**config.mk**
```make
export PLATFORM = sky130hd
export DESIGN_NAME = pong_game_ctrl
export DESIGN_NICKNAME = d
export VERILOG_FILES = /design/src/rtl/pong_pkg.sv /design/src/rtl/pong_game_ctrl_btn_edge.sv /design/src/rtl/pong_game_ctrl.sv
export SDC_FILE = /design/constraint.sdc
export NUM_CORES = 1
export LEC_CHECK = 0
export ABC_AREA = 1
export CORE_AREA = 2 2 71 73
export CTS_BUF_LIST = sky130_fd_sc_hd__clkbuf_16
export DETAILED_ROUTE_END_ITERATION = 10
export DIE_AREA = 0 0 73 75
export DONT_BUFFER_PORTS = 1
export HOLD_SLACK_MARGIN = 0.12
export PLACE_DENSITY = 0.66
export SYNTH_ARGS = -nofsm -noshare
export SYNTH_HDL_FRONTEND = slang
export SYNTH_SLANG_ARGS = --single-unit
```
**constraint.sdc**
```tcl
create_clock -name clk -period 1.95 [get_ports clk]
set_input_delay 0.2925 -clock clk [delete_from_list [all_inputs] [get_ports clk]]
set_output_delay 0.2925 -clock clk [all_outputs]
set_load 0.005 [all_outputs]
```
**src/rtl/pong_pkg.sv**
```systemverilog
// Shared Pong definitions: game state codes, ball status codes, the
// playfield origin and the winner encoding. Imported by the match
// sequencer and the ball engine.
package pong_pkg;

  typedef enum logic [1:0] {
    ST_START = 2'b00,
    ST_SERVE = 2'b01,
    ST_PLAY  = 2'b10,
    ST_DONE  = 2'b11
  } game_state_e;

  typedef enum logic [1:0] {
    BS_PLAYING    = 2'b00,
    BS_PLAYER1WIN = 2'b01,
    BS_PLAYER2WIN = 2'b10
  } ball_status_e;

  typedef enum logic [1:0] {
    WIN_NONE = 2'b00,
    WIN_P1   = 2'b01,
    WIN_P2   = 2'b10
  } winner_e;

  // Ball launch position (centre of a 640x480 playfield)
  localparam int ORIGINX = 320;
  localparam int ORIGINY = 240;

  // Score increment that sticks at 15 instead of wrapping
  function automatic logic [3:0] sat_inc(input logic [3:0] v);
    return (v == 4'hF) ? v : v + 4'd1;
  endfunction

endpackage

```
**src/rtl/pong_game_ctrl_btn_edge.sv**
```systemverilog
// btn_edge: one-flop rising-edge detector for a debounced level input.
module btn_edge (
  input  logic clk,
  input  logic rst_n,
  input  logic btn_i,
  output logic rise_o
);

  logic btn_q;

  // Remember last cycle's button level
  always_ff @(posedge clk or negedge rst_n) begin
    if (!rst_n) btn_q <= 1'b0;
    else        btn_q <= btn_i;
  end

  assign rise_o = btn_i & ~btn_q;

endmodule

```
**src/rtl/pong_game_ctrl.sv**
```systemverilog
// pong_game_ctrl: Pong match sequencer. Steps START -> SERVE -> PLAY ->
// (SERVE | DONE), keeps both scores, serve direction and the winner.
// Optional build macro: WIN_BY_TWO_EN (win needs a 2-point lead; reaching
// 15 wins outright).
module pong_game_ctrl
  import pong_pkg::*;
#(
  parameter int WIN_SCORE   = 7,
  parameter int SERVE_DELAY = 25_000_000,
  parameter int CNT_W       = 25
) (
  input  logic       clk,
  input  logic       rst_n,
  input  logic       start_btn,
  input  logic [1:0] ball_status,
  output logic [1:0] state,
  output logic       serve,
  output logic [3:0] score1,
  output logic [3:0] score2,
  output logic [1:0] winner,
  output logic       point_p
);

  localparam logic [3:0]       WIN_Q      = 4'(WIN_SCORE);
  localparam logic [CNT_W-1:0] SERVE_LAST = CNT_W'(SERVE_DELAY - 1);

  game_state_e      state_q;
  winner_e          winner_q;
  logic             serve_q;
  logic             point_q;
  logic [3:0]       score1_q;
  logic [3:0]       score2_q;
  logic [CNT_W-1:0] cnt_q;
  logic             start_rise;
  logic [3:0]       s1_inc;
  logic [3:0]       s2_inc;
  logic             p1_wins;
  logic             p2_wins;

  btn_edge u_start_edge (
    .clk    (clk),
    .rst_n  (rst_n),
    .btn_i  (start_btn),
    .rise_o (start_rise)
  );

  assign s1_inc = sat_inc(score1_q);
  assign s2_inc = sat_inc(score2_q);

`ifdef WIN_BY_TWO_EN
  // Deuce rule: need WIN_SCORE and a 2-point lead; hitting the 15 ceiling ends it
  assign p1_wins = (s1_inc == 4'd15) ||
                   ((s1_inc >= WIN_Q) && ({1'b0, s1_inc} >= ({1'b0, score2_q} + 5'd2)));
  assign p2_wins = (s2_inc == 4'd15) ||
                   ((s2_inc >= WIN_Q) && ({1'b0, s2_inc} >= ({1'b0, score1_q} + 5'd2)));
`else
  assign p1_wins = (s1_inc == WIN_Q);
  assign p2_wins = (s2_inc == WIN_Q);
`endif

  // Match FSM with registered scores, serve direction, winner and point pulse
  always_ff @(posedge clk or negedge rst_n) begin
    if (!rst_n) begin
      state_q  <= ST_START;
      winner_q <= WIN_NONE;
      serve_q  <= 1'b0;
      point_q  <= 1'b0;
      score1_q <= 4'd0;
      score2_q <= 4'd0;
      cnt_q    <= '0;
    end else begin
      point_q <= 1'b0;
      case (state_q)
        ST_START: begin
          score1_q <= 4'd0;
          score2_q <= 4'd0;
          winner_q <= WIN_NONE;
          cnt_q    <= '0;
          if (start_rise) state_q <= ST_SERVE;
        end
        ST_SERVE: begin
          // ball_status is deliberately ignored while the ball is re-centred
          if (cnt_q == SERVE_LAST) begin
            cnt_q   <= '0;
            state_q <= ST_PLAY;
          end else begin
            cnt_q <= cnt_q + CNT_W'(1);
          end
        end
        ST_PLAY: begin
          // Leaving PLAY on any point guarantees one point per rally
          if (ball_status == BS_PLAYER1WIN) begin
            score1_q <= s1_inc;
            serve_q  <= 1'b0;
            point_q  <= 1'b1;
            if (p1_wins) begin
              state_q  <= ST_DONE;
              winner_q <= WIN_P1;
            end else begin
              state_q <= ST_SERVE;
            end
          end else if (ball_status == BS_PLAYER2WIN) begin
            score2_q <= s2_inc;
            serve_q  <= 1'b1;
            point_q  <= 1'b1;
            if (p2_wins) begin
              state_q  <= ST_DONE;
              winner_q <= WIN_P2;
            end else begin
              state_q <= ST_SERVE;
            end
          end
        end
        ST_DONE: begin
          // Scores stay frozen for display; START clears them a clock later
          if (start_rise) state_q <= ST_START;
        end
        default: state_q <= ST_START;
      endcase
    end
  end

  assign state   = state_q;
  assign serve   = serve_q;
  assign score1  = score1_q;
  assign score2  = score2_q;
  assign winner  = winner_q;
  assign point_p = point_q;

endmodule
```
# Word level (Yosys, flattened, before mapping)

Index checks and enable logic that the tools add are counted.

Flip-flop bits (word level): 40
Input port bits: 5
Output and inout port bits: 14
Word-level logic and storage cells: 68

$add $sub $neg: 3
Equality and inequality tests: 19
Muxes and demuxes: 27
Bitwise gates (word level): 2
Reductions and logical operators: 9

Operators by type and width:

| operator                                            | count |
|---|---|
| case mux 25 bit (2 select lines)                    | 1 |
| adder 25 x 1 -> 25 bit, second input constant       | 1 |
| equality test 25 bit, second input constant         | 1 |
| 2-to-1 mux 25 bit                                   | 1 |
| 2-to-1 mux 2 bit                                    | 11 |
| 2-to-1 mux 4 bit                                    | 5 |
| case mux 4 bit (2 select lines)                     | 2 |
| != test 2 bit, second input constant                | 6 |
| != test 3 bit, second input constant                | 3 |
| adder 4 x 1 -> 4 bit, second input constant         | 2 |
| equality test 4 x 3 -> 1 bit, second input constant | 2 |
| equality test 4 bit, second input constant          | 2 |
| case mux 2 bit (4 select lines)                     | 1 |
| AND reduction 4 bit                                 | 2 |
| equality test 2 bit, second input constant          | 3 |
| nonzero test 2 bit                                  | 3 |
| 2-to-1 mux 1 bit                                    | 5 |
| equality test 2 x 1 -> 1 bit, second input constant | 2 |
| case mux 2 bit (2 select lines)                     | 1 |
| AND reduction 2 bit                                 | 2 |
| AND reduction 3 bit                                 | 1 |
| zero test 2 bit                                     | 1 |
| bitwise AND 1 bit                                   | 1 |
| NOT 1 bit                                           | 1 |

# Longest topological paths before layout

Depth after elaboration: 7
Mapped depth: 10
Mapped depth without buffers: 10

# Cells and area by module

Synthesis repeated with hierarchy kept, for this count alone.

Cell total of the unflattened synthesis: 344
Area total of the unflattened synthesis: 2456.1 um^2

By module, submodules not included:

| module         | instances | cells an instance | area an instance (um^2) | seq. area each (um^2) |
|---|---|---|---|---|
| pong_game_ctrl | 1         | 341               | 2421.1                  | 975.9 |
| btn_edge       | 1         | 3                 | 35.0                    | 25.0 |

# Least setup slack after synthesis

OpenSTA, ideal clock, no wires.

Kind: register to register
Start: register cnt_q[0]
End: register cnt_q[12]
Setup time: 0.127 ns
Arrival time: 1.457 ns
Data required time: 1.823 ns
Setup slack: 0.365 ns
Cell stages (with the launch flop): 10
Path buffers: 1
Clock period less this slack: 1.585 ns
Path through: dfrtp_1 > ha_1 > nand2_2 > nor2_4 > nand2_2 > nor2_4 > nand2_4 > buf_6 > o2111ai_1 > o21ai_1

Cells in the longest elaborated chain, start to end: 3
Elaborated cells on any way between the ends: 4
Classes of those cells: add/sub: 1; eq/ne: 1; mux: 2

RTL lines:

| element                                                        | RTL line                                   | text |
|---|---|---|
| from (decl)                                                    | pong_game_ctrl.sv:33                       | `logic [CNT_W-1:0] cnt_q;` |
| from (signal assigned)                                         | pong_game_ctrl.sv:87                       | `cnt_q <= cnt_q + CNT_W'(1);` |
| adder 25 x 1 -> 25 bit or equality test 25 bit (tied branches) | pong_game_ctrl.sv:87, pong_game_ctrl.sv:83 |  |
| 2-to-1 mux 25 bit *                                            | pong_game_ctrl.sv:83                       | `if (cnt_q == SERVE_LAST) begin` |
| case mux 25 bit (2 select lines) *                             | pong_game_ctrl.sv:73                       | `case (state_q)` |

Mark *: on every way between the ends. The rest lies on a longest branch, timed or not.
A chain may end at the register's enable or synchronous reset.

# Final worst setup path

Start: register cnt_q[0]
End: register state_q[1] (netlist: state[1])

Cells in the longest elaborated chain, start to end: 3

RTL lines:

| element                       | RTL line             | text |
|---|---|---|
| equality test 25 bit          | pong_game_ctrl.sv:83 |  |
| != test 2 bit (no line)       | n/a                  |  |
| AND reduction 4 bit (no line) | n/a                  |  |
| to (signal assigned)          | pong_game_ctrl.sv:79 | `if (start_rise) state_q <= ST_SERVE;` |
| to (signal assigned)          | pong_game_ctrl.sv:85 | `state_q <= ST_PLAY;` |
| to (signal assigned)          | pong_game_ctrl.sv:97 | `state_q <= ST_DONE;` |
| to (decl)                     | pong_game_ctrl.sv:27 | `game_state_e state_q;` |

No other way between the ends.

==> results by group <==
STA
  • Worst Skew: 4.25 ps
  • Fin crit period: 1700 ps
  • RSZ-0062 raised after global routing: no
  • Final Cycle Share: 0.874
  • Final hold viol count: 0
  • Final slew viol count: 0
  • F_max: 587 MHz
  • Setup_tns: 0 ps
  • Final setup vio count: 0
  • WHS: 252 ps
  • Worst slew pin tran: 443 ps
  • Relative slew slack: 0.705

GRT
  • Gr usage total: 0.245
  • Gr ovfl total: 0
  • Initial antenna violation count: 0
  • First-pass GRT wire length: 10.1 mm
  • Largest net degree at the start of global routing: 41
  • Vias in the first global route: 2120

Floorplan
  • Core Rows: 25
  • Die height: 75 um
  • I/O pin count: 19
  • Die area: 5480 um^2
  • DIE WIDTH: 73 um
  • Starting Density: 0.541
  • Core ar.: 4660 um^2

Synthesis
  • Cells after Synth: 352
  • Syn_nets: 362
  • Post-Syn Area: 2520 um^2
  • Distinct cells, synth: 35
  • Asr flop ratio synth: 1.00
  • Post-synth EDFFs: 0
  • Top_reg_cell synth: dfrtp_1
  • Synth Warn #: 0
  • FF+latch count, synth: 40
  • Synthesized area per cell: 7.16 um^2
  • Sequential area share after synthesis: 0.397

Critical path
  • FF-to-FF path depth: 10
  • Crit path to: state[1]
  • Critical path cell sequence: ha_1 > nand2_2 > nor2_4 > nand2_2 > nor2_4 > nand2_4 > nand2_4 > nand3_2 > nor2_1 > nor2_1
  • Critical path arrival: 1880 ps
  • CP peak stage delay: 450 ps
  • Largest fanout on the critical path: 13
  • Kind of critical path: flop to flop
  • Startpoint type of the worst setup path: flop
  • Reg-to-Reg End: state[1]
  • Worst R2R Setup Slack: 250 ps
  • Worst setup path start: cnt_q[0]
  • WP data required: 2120 ps
  • Worst Setup End Kind: flop
  • Worst r2r src: cnt_q[0]
  • Slowest CP cell: dfrtp_1

Min path
  • Min-delay worst type: input pin to flop
  • Worst hold stages: 2

CTS
  • Root Driver: clkbuf_16
  • Clk slew on worst S/H paths: 60 ps
  • Number of CTS-inserted buffers: 5
  • H-tree level count: 2
  • Post_cts resized: 0
  • TritonCTS clock tree: yes
  • Clock latency at the later pin of the worst-skew pair: 290 ps
  • Max clock buf depth: 2
  • Clock Sinks: 40

Cells and area
  • Antenna Cells: 0
  • Multi-input gate area: 1310 um^2
  • Final instance area: 2790 um^2
  • Fill cells: 427
  • Most frequent cells in the layout: nand2_1 (93), inv_1 (43), dfrtp_1 (40), nor2_1 (38), nand3_1 (32)
  • Register area: 1000 um^2
  • Share of layout cells above drive strength 1: 0.0801
  • Synthesis-to-finish area growth: 10.8%
  • Nets@finish: 371
  • Commonest non-fill, non-tap cell in the layout: nand2_1

Drt
  • Drt via density: 5.59
  • Total length of routed wires: 5.95 mm
  • DRT Pass-1 Iters: 4
  • WL/cell: 14.3 um
  • DR vias: 2326
  • Antenna viol nets, final: 0
  • DR iter-0 viols: 176
  • DRC: 0

Place
  • Port Buffers: 0
  • Detail Placement HPWL: 4.36 mm
  • RD Place Congestion: 0.913
  • Placed cell areas: 2590 um^2

Power
  • Peak supply drop: 0.765 mV
  • Pwr dens: 979 nW/um^2
  • Pleak: 1.19 nW

Outcome
  • Status: complete, no violations

Job
  • Max Cap Viol: 0
-- cells in the mapped netlist, drive strengths merged, types with 3 or more instances --
| cell | n | area share |
|---|---|---|
| a21oi | 4 | 0.0079 |
| buf | 3 | 0.0084 |
| dfrtp | 40 | 0.40 |
| ha | 5 | 0.025 |
| inv | 48 | 0.071 |
| nand2 | 97 | 0.15 |
| nand3 | 34 | 0.071 |
| nand4 | 13 | 0.032 |
| nor2 | 42 | 0.070 |
| nor3 | 8 | 0.020 |
| o21ai | 27 | 0.054 |
| o22ai | 12 | 0.030 |
| xor2 | 6 | 0.021 |
-- critical path: cells and delay by family (launching register included) --
family        cells  cell delay (ps)
fa+ha+maj         1              220
flops             1              450
simple gates      9              920
-- per-stage QoR --
stage | util | std cells | worst slack [ps] | total power [mW]
finish | 0.599 | 416 | 247 | 2.74
CTS | 0.599 | 416 | 256 | 2.76
detailed placement | 0.555 | 405 | 268 | 1.79
floorplan | - | 352 | 365 | 1.58
global placement | 0.555 | 405 | 303 | 1.77
global route | 0.599 | 416 | 110 | 2.91
-- final cells by class --
cell class,count,share of cell area
multi-input combinational,259,0.469
sequential,40,0.358
inverter,49,0.0658
clock buffer,5,0.0448
tap,54,0.0242
timing repair buffer,6,0.0224
clock inverter,3,0.0152
-- timing repair --
action,CTS,global route
setup buffers,0,0
hold buffers,3,0
hold endpoints to repair,41,0
-- power breakdown --
part,internal [mW],total (mW),switching (mW)
Clock,0.601,0.935,0.333
Combinational,0.224,0.746,0.522
Sequential,0.934,1.06,0.122
Total,1.76,2.74,0.977
-- logic make-up after synthesis --
logic type,synth area share
xor+xnor,0.0243
buf+inv,0.0829
simple gates,0.349
flops,0.397
compound gates,0.122
fa+ha+maj,0.0248
-- registers in the layout (all words and copies together) (netlist names) --
name / cells
cnt_q: 25
score1: 4
score2: 4
state: 2
winner: 2
point_p: 1
serve: 1
u_start_edge.btn_q: 1
-- how the worst min path moves through the flow --
stage | start | end
detailed placement | rst_n | score1[1]
CTS | ball_status[1] | point_p
global placement | rst_n | score1[1]
finish | ball_status[1] | point_p
floorplan | rst_n | cnt_q[0]
global route | ball_status[1] | point_p
-- per-layer routing --
metal / routed length [um] / global-route usage / up-vias
met5: 0 / 0 / -
li1: - / - / 1179
met4: 155 / 0.117 / 0
met3: 307 / 0.0589 / 12
met2: 2460 / 0.339 / 56
met1: 3020 / 0.358 / 1079
Power figures use the tool's default switching activity.
